## config.mk

```make
export PLATFORM = sky130hd
export DESIGN_NAME = uart_rx_param
export DESIGN_NICKNAME = d
export VERILOG_FILES = /design/src/rtl/uart_pkg.sv /design/src/rtl/uart_rx_sync.sv /design/src/rtl/uart_rx_param.sv
export SDC_FILE = /design/constraint.sdc
export NUM_CORES = 1
export LEC_CHECK = 0
export ABC_AREA = 0
export CAP_MARGIN = 40
export CORE_ASPECT_RATIO = 0.5
export CORE_MARGIN = 2
export CORE_UTILIZATION = 50
export CTS_CLUSTER_SIZE = 40
export DETAILED_ROUTE_END_ITERATION = 7
export MAX_ROUTING_LAYER = met4
export PLACE_DENSITY_LB_ADDON = 0.12
export SKIP_LAST_GASP = 1
export SLEW_MARGIN = 5
export SYNTH_ARGS = -nofsm -noshare
export SYNTH_HDL_FRONTEND = slang
export SYNTH_HIERARCHICAL = 1
export SYNTH_SLANG_ARGS = --single-unit
```

## constraint.sdc

```tcl
create_clock -name clk -period 1.95 [get_ports clk]
set_input_delay 0.195 -clock clk [delete_from_list [all_inputs] [get_ports clk]]
set_output_delay 0.195 -clock clk [all_outputs]
set_load 0.03 [all_outputs]
```

## src/rtl/uart_pkg.sv

```systemverilog
`default_nettype none
// ---------------------------------------------------------------------------
// uart_pkg : shared constants, rx FSM state type and frame-length helper
// Rev 1.0
// ---------------------------------------------------------------------------
package uart_pkg;

  localparam int PAR_NONE = 0;
  localparam int PAR_EVEN = 1;
  localparam int PAR_ODD  = 2;

  typedef enum logic [2:0] {
    ST_IDLE      = 3'd0,
    ST_START     = 3'd1,
    ST_DATA      = 3'd2,
    ST_PARITY    = 3'd3,
    ST_STOP      = 3'd4,
    ST_WAIT_IDLE = 3'd5
  } rx_state_t;

  // Total line bits in one frame, start bit included.
  function automatic int frame_bits(input int data_bits, input int parity, input int stop_bits);
    return 1 + data_bits + ((parity != PAR_NONE) ? 1 : 0) + stop_bits;
  endfunction

endpackage
`default_nettype wire

```

## src/rtl/uart_rx_sync.sv

```systemverilog
`default_nettype none
// ---------------------------------------------------------------------------
// uart_rx_sync : 2-FF synchroniser for rx with falling-edge detect
// Rev 1.0
// ---------------------------------------------------------------------------
module uart_rx_sync (
  input  logic clk,
  input  logic rst,
  input  logic i_rx,
  output logic o_rx_s,
  output logic o_fall
);

  logic r_meta;
  logic r_sync;
  logic r_prev;

  // Preset to idle-high so leaving reset never looks like a start edge.
  always_ff @(posedge clk or posedge rst) begin
    if (rst) begin
      r_meta <= 1'b1;
      r_sync <= 1'b1;
      r_prev <= 1'b1;
    end else begin
      r_meta <= i_rx;
      r_sync <= r_meta;
      r_prev <= r_sync;
    end
  end

  assign o_rx_s = r_sync;
  assign o_fall = r_prev & ~r_sync;

endmodule
`default_nettype wire

```

## src/rtl/uart_rx_param.sv

```systemverilog
`default_nettype none
// ---------------------------------------------------------------------------
// uart_rx_param : parametrised UART receiver with valid/ready output
// Rev 1.0
// ---------------------------------------------------------------------------
module uart_rx_param
  import uart_pkg::*;
#(
  parameter int CLKS_PER_BIT = 16,
  parameter int DATA_BITS    = 8,
  parameter int PARITY       = 0,
  parameter int STOP_BITS    = 1
) (
  input  logic                 clk,
  input  logic                 rst,
  input  logic                 rx,
  output logic [DATA_BITS-1:0] data,
  output logic                 valid,
  input  logic                 ready,
  output logic                 parity_err,
  output logic                 frame_err,
  output logic                 overrun
);

  localparam int C_CNT_W = $clog2(CLKS_PER_BIT);
  localparam int C_BIT_W = $clog2(DATA_BITS + 1);
  localparam logic [C_CNT_W-1:0] C_HALF_M1   = C_CNT_W'(CLKS_PER_BIT / 2 - 1);
  localparam logic [C_CNT_W-1:0] C_FULL_M1   = C_CNT_W'(CLKS_PER_BIT - 1);
  localparam logic [C_BIT_W-1:0] C_LAST_DATA = C_BIT_W'(DATA_BITS - 1);
  localparam logic               C_LAST_STOP = 1'(STOP_BITS - 1);

  logic w_rx_s;
  logic w_fall;

  uart_rx_sync u_sync (
    .clk    (clk),
    .rst    (rst),
    .i_rx   (rx),
    .o_rx_s (w_rx_s),
    .o_fall (w_fall)
  );

  rx_state_t              r_state, w_state_nxt;
  logic [C_CNT_W-1:0]     r_cnt, w_cnt_nxt;
  logic [C_BIT_W-1:0]     r_bit_idx, w_bit_nxt;
  logic [DATA_BITS-1:0]   r_shift, w_shift_nxt;
  logic                   r_par_acc, w_par_nxt;
  logic                   r_stop_idx, w_stop_nxt;
  logic                   w_done;
  logic                   w_ferr;
  logic                   w_mid;
  logic                   w_perr_word;

  logic [DATA_BITS-1:0]   r_data;
  logic                   r_valid;
  logic                   r_perr;
  logic                   r_ferr;
  logic                   r_ovr;

  always_ff @(posedge clk or posedge rst) begin
    if (rst) begin
      r_state    <= ST_IDLE;
      r_cnt      <= '0;
      r_bit_idx  <= '0;
      r_shift    <= '0;
      r_par_acc  <= 1'b0;
      r_stop_idx <= 1'b0;
    end else begin
      r_state    <= w_state_nxt;
      r_cnt      <= w_cnt_nxt;
      r_bit_idx  <= w_bit_nxt;
      r_shift    <= w_shift_nxt;
      r_par_acc  <= w_par_nxt;
      r_stop_idx <= w_stop_nxt;
    end
  end

  assign w_mid = (r_cnt == C_FULL_M1);

  always_comb begin
    w_state_nxt = r_state;
    w_cnt_nxt   = r_cnt + 1'b1;
    w_bit_nxt   = r_bit_idx;
    w_shift_nxt = r_shift;
    w_par_nxt   = r_par_acc;
    w_stop_nxt  = r_stop_idx;
    w_done      = 1'b0;
    w_ferr      = 1'b0;
    case (r_state)
      ST_IDLE: begin
        w_cnt_nxt = '0;
        if (w_fall) w_state_nxt = ST_START;
      end
      ST_START: begin
        if (r_cnt == C_HALF_M1) begin
          w_cnt_nxt   = '0;
          w_bit_nxt   = '0;
          w_par_nxt   = 1'b0;
          w_stop_nxt  = 1'b0;
          w_state_nxt = w_rx_s ? ST_IDLE : ST_DATA;
        end
      end
      ST_DATA: begin
        if (w_mid) begin
          w_cnt_nxt   = '0;
          w_shift_nxt = {w_rx_s, r_shift[DATA_BITS-1:1]};
          w_par_nxt   = r_par_acc ^ w_rx_s;
          w_bit_nxt   = r_bit_idx + 1'b1;
          if (r_bit_idx == C_LAST_DATA)
            w_state_nxt = (PARITY != PAR_NONE) ? ST_PARITY : ST_STOP;
        end
      end
      ST_PARITY: begin
        if (w_mid) begin
          w_cnt_nxt   = '0;
          w_par_nxt   = r_par_acc ^ w_rx_s;
          w_state_nxt = ST_STOP;
        end
      end
      ST_STOP: begin
        if (w_mid) begin
          w_cnt_nxt = '0;
          if (!w_rx_s) begin
            w_ferr      = 1'b1;
            w_state_nxt = ST_WAIT_IDLE;
          end else if (r_stop_idx == C_LAST_STOP) begin
            w_done      = 1'b1;
            w_state_nxt = ST_IDLE;
          end else begin
            w_stop_nxt = 1'b1;
          end
        end
      end
      ST_WAIT_IDLE: begin
        w_cnt_nxt = '0;
        if (w_rx_s) w_state_nxt = ST_IDLE;
      end
      default: begin
        w_cnt_nxt   = '0;
        w_state_nxt = ST_IDLE;
      end
    endcase
  end

  // r_par_acc holds XOR of data and parity bits once the frame is complete.
  assign w_perr_word = (PARITY == PAR_EVEN) ? r_par_acc :
                       (PARITY == PAR_ODD)  ? ~r_par_acc : 1'b0;

  always_ff @(posedge clk or posedge rst) begin
    if (rst) begin
      r_data  <= '0;
      r_valid <= 1'b0;
      r_perr  <= 1'b0;
      r_ferr  <= 1'b0;
      r_ovr   <= 1'b0;
    end else begin
      r_ferr <= w_ferr;
      r_ovr  <= 1'b0;
      if (w_done) begin
        if (!r_valid || ready) begin
          r_data  <= r_shift;
          r_perr  <= w_perr_word;
          r_valid <= 1'b1;
        end else begin
          r_ovr <= 1'b1;
        end
      end else if (r_valid && ready) begin
        r_valid <= 1'b0;
      end
    end
  end

  assign data       = r_data;
  assign valid      = r_valid;
  assign parity_err = r_perr;
  assign frame_err  = r_ferr;
  assign overrun    = r_ovr;

endmodule
`default_nettype wire

```

**After elaboration in Yosys (flattened, before gate mapping)**

Index checks and enable logic that the tools add are counted.

- Muxes and demuxes: 34
- Bitwise operators: 2
- Add/sub/neg operators: 2
- Reductions and logical operators: 14
- Equal/unequal tests: 18

Operators by type and width:

| cell | number |
|---|---|
| $mux 3 | 9 |
| $pmux 3 s6 | 1 |
| $mux 1 | 16 |
| $mux 4 | 4 |
| $pmux 4 s2 | 2 |
| $ne 2x2->1 const B | 5 |
| $add 4x1->4 const B | 2 |
| $eq 4x3->1 const B | 2 |
| $ne 2x1->1 const B | 4 |
| $reduce_and 8->1 | 1 |
| $eq 3x2->1 const B | 2 |
| $eq 3x3->1 const B | 2 |
| $reduce_and 2->1 | 3 |
| $reduce_bool 2->1 | 3 |
| $eq 4x4->1 const B | 1 |
| $reduce_and 4->1 | 1 |
| $eq 3x1->1 const B | 1 |
| $logic_not 3->1 | 1 |
| $ne 3x3->1 const B | 1 |
| $reduce_and 3->1 | 1 |
| $reduce_or 3->1 | 1 |
| $mux 2 | 1 |
| $pmux 1 s2 | 1 |
| $and 1x1->1 | 1 |
| other kinds (4) | 4 |

- Input port bits: 4
- Logic and storage cells: 82
- Output and inout bits: 12
- Bits in registers: 34

**Logic depth before layout (Yosys ltp)**

Gate-level depths: netlist of run 1.

- Word-level depth: 6
- Mapped depth: 6
- Depth with buffers taken out: 6

**Cells and area by module**

The synthesis of run 1 kept the hierarchy.

By module, submodules not included:

| module | instances | area each (um^2) | cells an instance |
|---|---|---|---|
| uart_rx_param | 1 | 1440.1 | 131 |
| uart_rx_sync | 1 | 96.3 | 5 |

**Least setup slack after synthesis of run 1**

No wires, ideal clock.

- Kind: reg-to-reg
- From: register r_cnt[0]
- To: register r_data[0], in the netlist data[0]
- Period minus slack after synthesis: 1716 ps
- Path slack: 234 ps
- Path buffers: 1
- Library setup time: 125 ps
- Arrival: 1591 ps
- Stages on the path, launching flop included: 7
- Data required time: 1825 ps
- Cells stage by stage: dfrtp_1 > ha_1 > and3_1 > buf_4 > and3_1 > nand3_4 > mux2_4

- Longest elaborated chain between the ends: 4

RTL lines:

| item | line | source |
|---|---|---|
| from (decl) | uart_rx_param.sv:44 | `logic [C_CNT_W-1:0] r_cnt, w_cnt_nxt;` |
| from (signal assigned) | uart_rx_param.sv:70 | `r_cnt <= w_cnt_nxt;` |
| $eq 4x4->1 | uart_rx_param.sv:78 | `assign w_mid = (r_cnt == C_FULL_M1);` |
| $mux 1 | uart_rx_param.sv:121 | `if (w_mid) begin` |
| $mux 1 | uart_rx_param.sv:89 | `case (r_state)` |
| $reduce_and 2->1 (no line) | n/a |  |
| to (signal assigned) | uart_rx_param.sv:161 | `r_data <= r_shift;` |
| to (decl) | uart_rx_param.sv:54 | `logic [DATA_BITS-1:0] r_data;` |

No other way between the ends.
A chain may end at the register's enable or synchronous reset.

**Worst setup path after layout of run 1**

- From: register r_state[0]
- To: register r_state[1]

- Longest elaborated chain between the ends: 3
- Elaborated cells on any way between the ends: 16
- Classes of those cells: 13 x eq/ne; 1 x mux; 2 x reduce/logical

RTL lines:

| item | line | source |
|---|---|---|
| from (decl) | uart_rx_param.sv:43 | `rx_state_t r_state, w_state_nxt;` |
| from (signal assigned) | uart_rx_param.sv:69 | `r_state <= w_state_nxt;` |
| $eq 3x3->1, or another cell as far along | uart_rx_param.sv:89 |  |
| $ne 3x3->1 (no line), or another cell as far along | n/a |  |
| $reduce_and 8->1 (no line) | n/a |  |

Parallel ways exist; a longest one is shown, timed or not.

==> metrics, run 1 <==
Int Power about 1.3 mW; area fraction of the dominant cell type after synthesis 0.489; fin crit share 0.918; R2R Setup Slk approximately 0.16 ns; Worst VDD drop between 0.6 and 0.7 mV; Util after Layout 0.616; number of global-route vias before repair just under 1000; WP data required 2.12 ns; clk sink count 33; Synth area leaders dfrtp_1 (49%), mux2_4 (8.8%), nand2_1 (7.3%), dfstp_2 (5.1%), a221oi_4 (1.7%); Synth async-reset ratio 1.00; RSZ-0062 raised after global routing no; starting density of the core 0.519; Setup Viol. Count Final 0; Iter 0 DRT Violations between 60 and 70; Maximum Capacitance Violations 0; yosys warns 6; Mapped Cells between 100 and 150; critical path type reg -> reg; sequential power share 0.452; Achievable Freq approximately 0.56 GHz; cts hold-fix bufs 0; Die X slightly above 80 um; drc violations 0; worst clock skew 0.00499 ns; I/O pin cnt 16; Crit path arrival time about 2.0 ns; first-pass GRT wire length 4.66 mm; Psw 625 uW; post-route antenna net violation count 0; Layout Area Growth over Synthesis 18.7%; initial antenna violation count 0; post-DR vias/cell 5.22; Max H-tree Level 2; CTS tree yes; largest net degree at the start of global routing 31; combinational share of power 0.282; Wirelength per Cell about 13 um; EDFF count, synth 0; Synth area leader dfrtp_1; type of the most critical hold path in -> async; die area 0.00356 mm2; Slew Viols, Final 0; post-synthesis sequential area ratio 0.540; worst r2r src r_state[0]; Total GRT Usage 0.187; Clock Pin Slew Worst Setup and Hold Paths 0.07 ns; share of power burned in the clock network 0.267; Clock Path Buffers 2; final WL ~2.7 mm; mean post-synth cell area around 11 um2; Worst setup EP type flop; Final min period approximately 1.8 ns; fillcell total approximately 240; gp weighted congestion between 0.8 and 0.9; crit path launch type flop; Num CTS Buffers 5; RR Endpoint r_state[1]; Nets 163; Crit Path Max Fanout 11; PostCTS Resize Cnt 0; leakage power 0.891 nW; Post-CTS Setup Repair Bufs 0; total power 1.89 mW; total gr overflow 0; syn nets ~140; placed cells 190; Setup TNS 0 ns; pre-CTS setup slack ~0.12 ns; Cell variety after synth 40; synthesized cell area 0.00154 mm2; vias post-DR 1034; pwr dens a little over 1000 mW/mm2; Clock Latency Late Sink a little under 0.3 ns; Yosys reg bits 33; Port-buffer cells 14; reg2reg path depth 4; chip height approximately 43 um; Pre-antenna DRT Iters 4; PnR worst setup slack about 0.16 ns; HPWL after DPL 1.80 mm; antenna diode count 0; Final Hold Fails 0; row count 14; final cell count without fillers 198; Sw Share 0.331; outcome finished clean; CTS Root Cell clkbuf_8; core area 0.00296 mm2; Synth Flop Type dfrtp_1; share of cells above drive strength 1 0.209
## cell usage in the layout, fill, tap and decap left out, types with 2 or more instances in the layout
master,Yosys,routed
and2_1,3,3
buf_4,3,5
clkbuf_8,0,5
clkdlybuf4s50_1,0,14
clkinv_2,0,2
dfrtp_1,30,30
dfstp_2,3,3
ha_1,2,2
inv_1,5,5
mux2_4,9,9
nand2_1,30,30
nand2b_1,3,3
nand3_1,3,3
nor2_1,6,6
nor3_1,2,2
o21ai_1,5,5
o22ai_1,2,2
xnor2_1,3,3
## synthesized netlist by cell type, drive strengths merged (2+ instances only)
cell type and number:
inv 5, and3 2, ha 2, nor3 3, mux2 9, nor2 7
nand2 30, and2 3, buf 5, nand2b 3, nand3 4, o22ai 2
dfstp 3, xnor2 3, o21ai 6, dfrtp 30
## stage by stage
stage               hold WS (ns)  cell area [um2]
floorplan                  0.128             1540
global placement           0.348             1730
detailed placement         0.348             1730
CTS                        0.271             1820
global route               0.302             1820
finish                     0.271             1820
## per-layer routing
metal  GRT usage  share of wire
met4      0.0700          0.010
met1       0.235           0.49
met2       0.274           0.45
met5           -              0
met3      0.0702          0.046
## kinds of logic (layout without fill, tap and decap cells)
group                    count (synthesis)  after routing  share of synthesized area
buffers and inverters                   10             32                     0.0334
adder cells (fa/ha/maj)                  2              2                     0.0163
multiplexers                            10             10                     0.0945
AO/OA/AOI/OAI                           18             18                     0.0953
AND/OR/NAND/NOR                         58             58                      0.195
XOR/XNOR                                 4              4                     0.0228
flip-flops                              33             33                      0.540
other                                    1              1                    0.00244
## layout make-up
cell class / instances / area, um2 / area share
Clock inverter: 3 / 17.5 / 0.00960
Tap cell: 40 / 50.0 / 0.0274
Multi-Input combinational cell: 93 / 662 / 0.363
Timing Repair Buffer: 19 / 178 / 0.0974
Inverter: 5 / 18.8 / 0.0103
Sequential cell: 33 / 830 / 0.455
Clock buffer: 5 / 68.8 / 0.0377
## registers in the layout, indices dropped and copies added (netlist names)
| register | flops |
|---|---|
| data | 8 |
| frame_err | 1 |
| overrun | 1 |
| r_bit_idx | 4 |
| r_cnt | 4 |
| r_shift | 8 |
| r_state | 3 |
| u_sync/o_rx_s | 1 |
| u_sync/r_meta | 1 |
| u_sync/r_prev | 1 |
| valid | 1 |
## worst max-delay path by stage
stage | startpoint | end | slack [ns] | cells past startpoint
after floorplan | r_cnt[0] | data[0] | 0.23 | 6
after global placement | r_cnt[0] | data[2] | 0.16 | 5
after detailed placement | r_cnt[0] | r_bit_idx[3] | 0.12 | 4
after CTS | r_cnt[0] | data[6] | 0.11 | 5
after global routing | r_cnt[0] | data[6] | 0.07 | 5
final | r_state[0] | r_state[1] | 0.16 | 4
## power groups by stage
stage	Combinational, mW	Sequential (mW)	Clock [mW]
6_report	0.533	0.854	0.504
5_1_grt	0.589	0.870	0.555
2_1_floorplan	0.478	0.810	0
3_5_place_dp	0.534	0.865	0
3_3_place_gp	0.530	0.863	0
4_1_cts	0.537	0.851	0.524
## worst max-delay path, cell delays in order (launching register included)
cell	delay (ns)
dfrtp_1	0.52
and4bb_1	0.38
nor2_1	0.10
a221oi_4	0.35
mux2_4	0.32
No activity file was read; power rests on OpenSTA's default activity.
==> inputs of run 2 (changes only) <==
--- a/config.mk
+++ b/config.mk
@@ -13,10 +13,11 @@
 export CTS_CLUSTER_SIZE = 40
 export DETAILED_ROUTE_END_ITERATION = 7
 export MAX_ROUTING_LAYER = met4
-export PLACE_DENSITY_LB_ADDON = 0.12
+export PLACE_DENSITY = 0.72
 export SKIP_LAST_GASP = 1
 export SLEW_MARGIN = 5
 export SYNTH_ARGS = -nofsm -noshare
 export SYNTH_HDL_FRONTEND = slang
 export SYNTH_HIERARCHICAL = 1
 export SYNTH_SLANG_ARGS = --single-unit
+export TNS_END_PERCENT = 20
==> metrics, run 2 (synthesis results as in run 1) <==
RSZ-0062 raised after global routing no; Die X 82.4 um (unchanged); Crit Path Max Fanout 8 (-3); CTS Root Cell clkbuf_8; chip height 43.2 um (unchanged); worst r2r src r_cnt[0]; Top delay family on crit path simple AND/OR/NAND/NOR gates; Worst setup EP type flop; critical path type reg -> reg; worst clock skew 0.00199 ns (-0.00300 ns); drc violations 0 (unchanged); fin crit share 0.939 (+0.0208); Clock Path Buffers 2 (unchanged); number of global-route vias before repair 1012 (+1.7%); Iter 0 DRT Violations 46 (-29%); WP data required 2.12 ns (about the same); Clock Pin Slew Worst Setup and Hold Paths 0.06 ns (about the same); Nets 164 (+0.61%); total gr overflow 0 (unchanged); total power 1.87 mW (-0.95%); antenna diode count 0 (unchanged); starting density of the core 0.519 (unchanged); PostCTS Resize Cnt 0 (unchanged); Crit path arrival time 2.00 ns (+0.04 ns); row count 14 (unchanged); die area 0.00356 mm2 (unchanged); Worst VDD drop 0.580 mV (-9.0%); Achievable Freq 0.546 GHz (-2.2%); Maximum Capacitance Violations 0 (unchanged); cts hold-fix bufs 0 (unchanged); post-route antenna net violation count 0 (unchanged); Setup Viol. Count Final 0 (unchanged); gp weighted congestion 0.848 (+5.8%); Most common cell on crit path and3_1; leakage power 0.895 nW (+0.45%); final WL 2.51 mm (-5.4%); core area 0.00296 mm2 (unchanged); Total GRT Usage 0.181 (-0.00531); crit path launch type flop; final cell count without fillers 199 (+0.51%); Wirelength per Cell 12.6 um (-5.9%); R2R Setup Slk 0.12 ns (-0.04 ns); clk sink count 33 (unchanged); I/O pin cnt 16 (unchanged); Setup TNS 0 ns (unchanged); share of cells above drive strength 1 0.195 (-0.0139); vias post-DR 1018 (-1.5%); Slew Viols, Final 0 (unchanged); CTS tree yes; largest stage delay on the critical path 0.37 ns (-0.15 ns); post-DR vias/cell 5.12 (-2.0%); Crit-path slowest cell dfrtp_1; Pre-antenna DRT Iters 4 (unchanged); first-pass GRT wire length 4.51 mm (-3.4%); Cell Chain, Critical Path ha_1 > and3_1 > and3_1 > nand3_4 > mux2_4; commonest non-fill, non-tap cells in the layout nand2_1 (30), dfrtp_1 (30), clkdlybuf4s50_1 (14); initial antenna violation count 0 (unchanged); Util after Layout 0.615 (-0.000845); Final min period 1.83 ns (+0.0406 ns); Clock Latency Late Sink 0.28 ns (about the same); RR Endpoint data[1]; Final Hold Fails 0 (unchanged); type of the most critical hold path in -> async; Num CTS Buffers 5 (unchanged); Port-buffer cells 14 (unchanged); largest net degree at the start of global routing 31 (unchanged); HPWL after DPL 1.79 mm (-0.55%); placed cells 191 (+0.53%); outcome finished clean; Layout Area Growth over Synthesis 18.6%; crit path buf inv count 0 (unchanged); Post-CTS Setup Repair Bufs 0 (unchanged); Max H-tree Level 2 (unchanged); pwr dens 1030 mW/mm2 (-0.82%); reg2reg path depth 5 (+1)
## run 2: changes by cell type in the layout (fill, tap and decap cells not counted)
cell        before  now
and3_1           1    2
and3_2           1    0
buf_4            5    6
clkbuf_1         0    1
clkinvlp_4       1    0
or3_1            0    1
or3_4            1    0
## run 2: worst reg2reg max path: stages (launching register included)
cell	delay, ns
dfrtp_1	0.37
ha_1	0.25
and3_1	0.33
and3_1	0.25
nand3_4	0.18
mux2_4	0.34
## run 2: how the worst max path moves through the flow
stage                     depth (start not counted)          to  slack [ns]      from
after global placement                            5     data[0]        0.18  r_cnt[0]
after CTS                                         5     data[1]        0.12  r_cnt[0]
after detailed placement                          5     data[1]        0.14  r_cnt[0]
final                                             5     data[1]        0.12  r_cnt[0]
after global routing                              5  r_state[1]        0.02  r_cnt[0]
after floorplan                                   6     data[0]        0.23  r_cnt[0]
## run 2: cell type report
type	instances	area, um2
Timing Repair Buffer	20	185
Fill cell	237	1140
Inverter	5	18.8
Clock inverter	2	10.0
Tap cell	40	50.0
Multi-Input combinational cell	93	656
Clock buffer	6	72.6
Sequential cell	33	830
## run 2: per-stage QoR
step | hold slack, ns | instance area (um2) | worst slack, ns
floorplan | 0.128 | 1540 | 0.234
global placement | 0.348 | 1740 | 0.185
detailed placement | 0.349 | 1740 | 0.137
CTS | 0.291 | 1820 | 0.122
global route | 0.319 | 1820 | 0.0185
finish | 0.288 | 1820 | 0.120
## run 2: power by group
| part | internal (mW) | switching, mW | total, mW |
|---|---|---|---|
| combinational | 0.271 | 0.256 | 0.527 |
| sequential | 0.748 | 0.109 | 0.857 |
| clock | 0.247 | 0.241 | 0.488 |
| total | 1.27 | 0.607 | 1.87 |
## run 2: layer usage
metal  GRT usage  up-vias  part of all wire
met3      0.0830        2             0.056
met5           -        -                 0
met1       0.223      490              0.49
li1            -      505                 -
met2       0.260       21              0.44
met4      0.0733        0             0.011
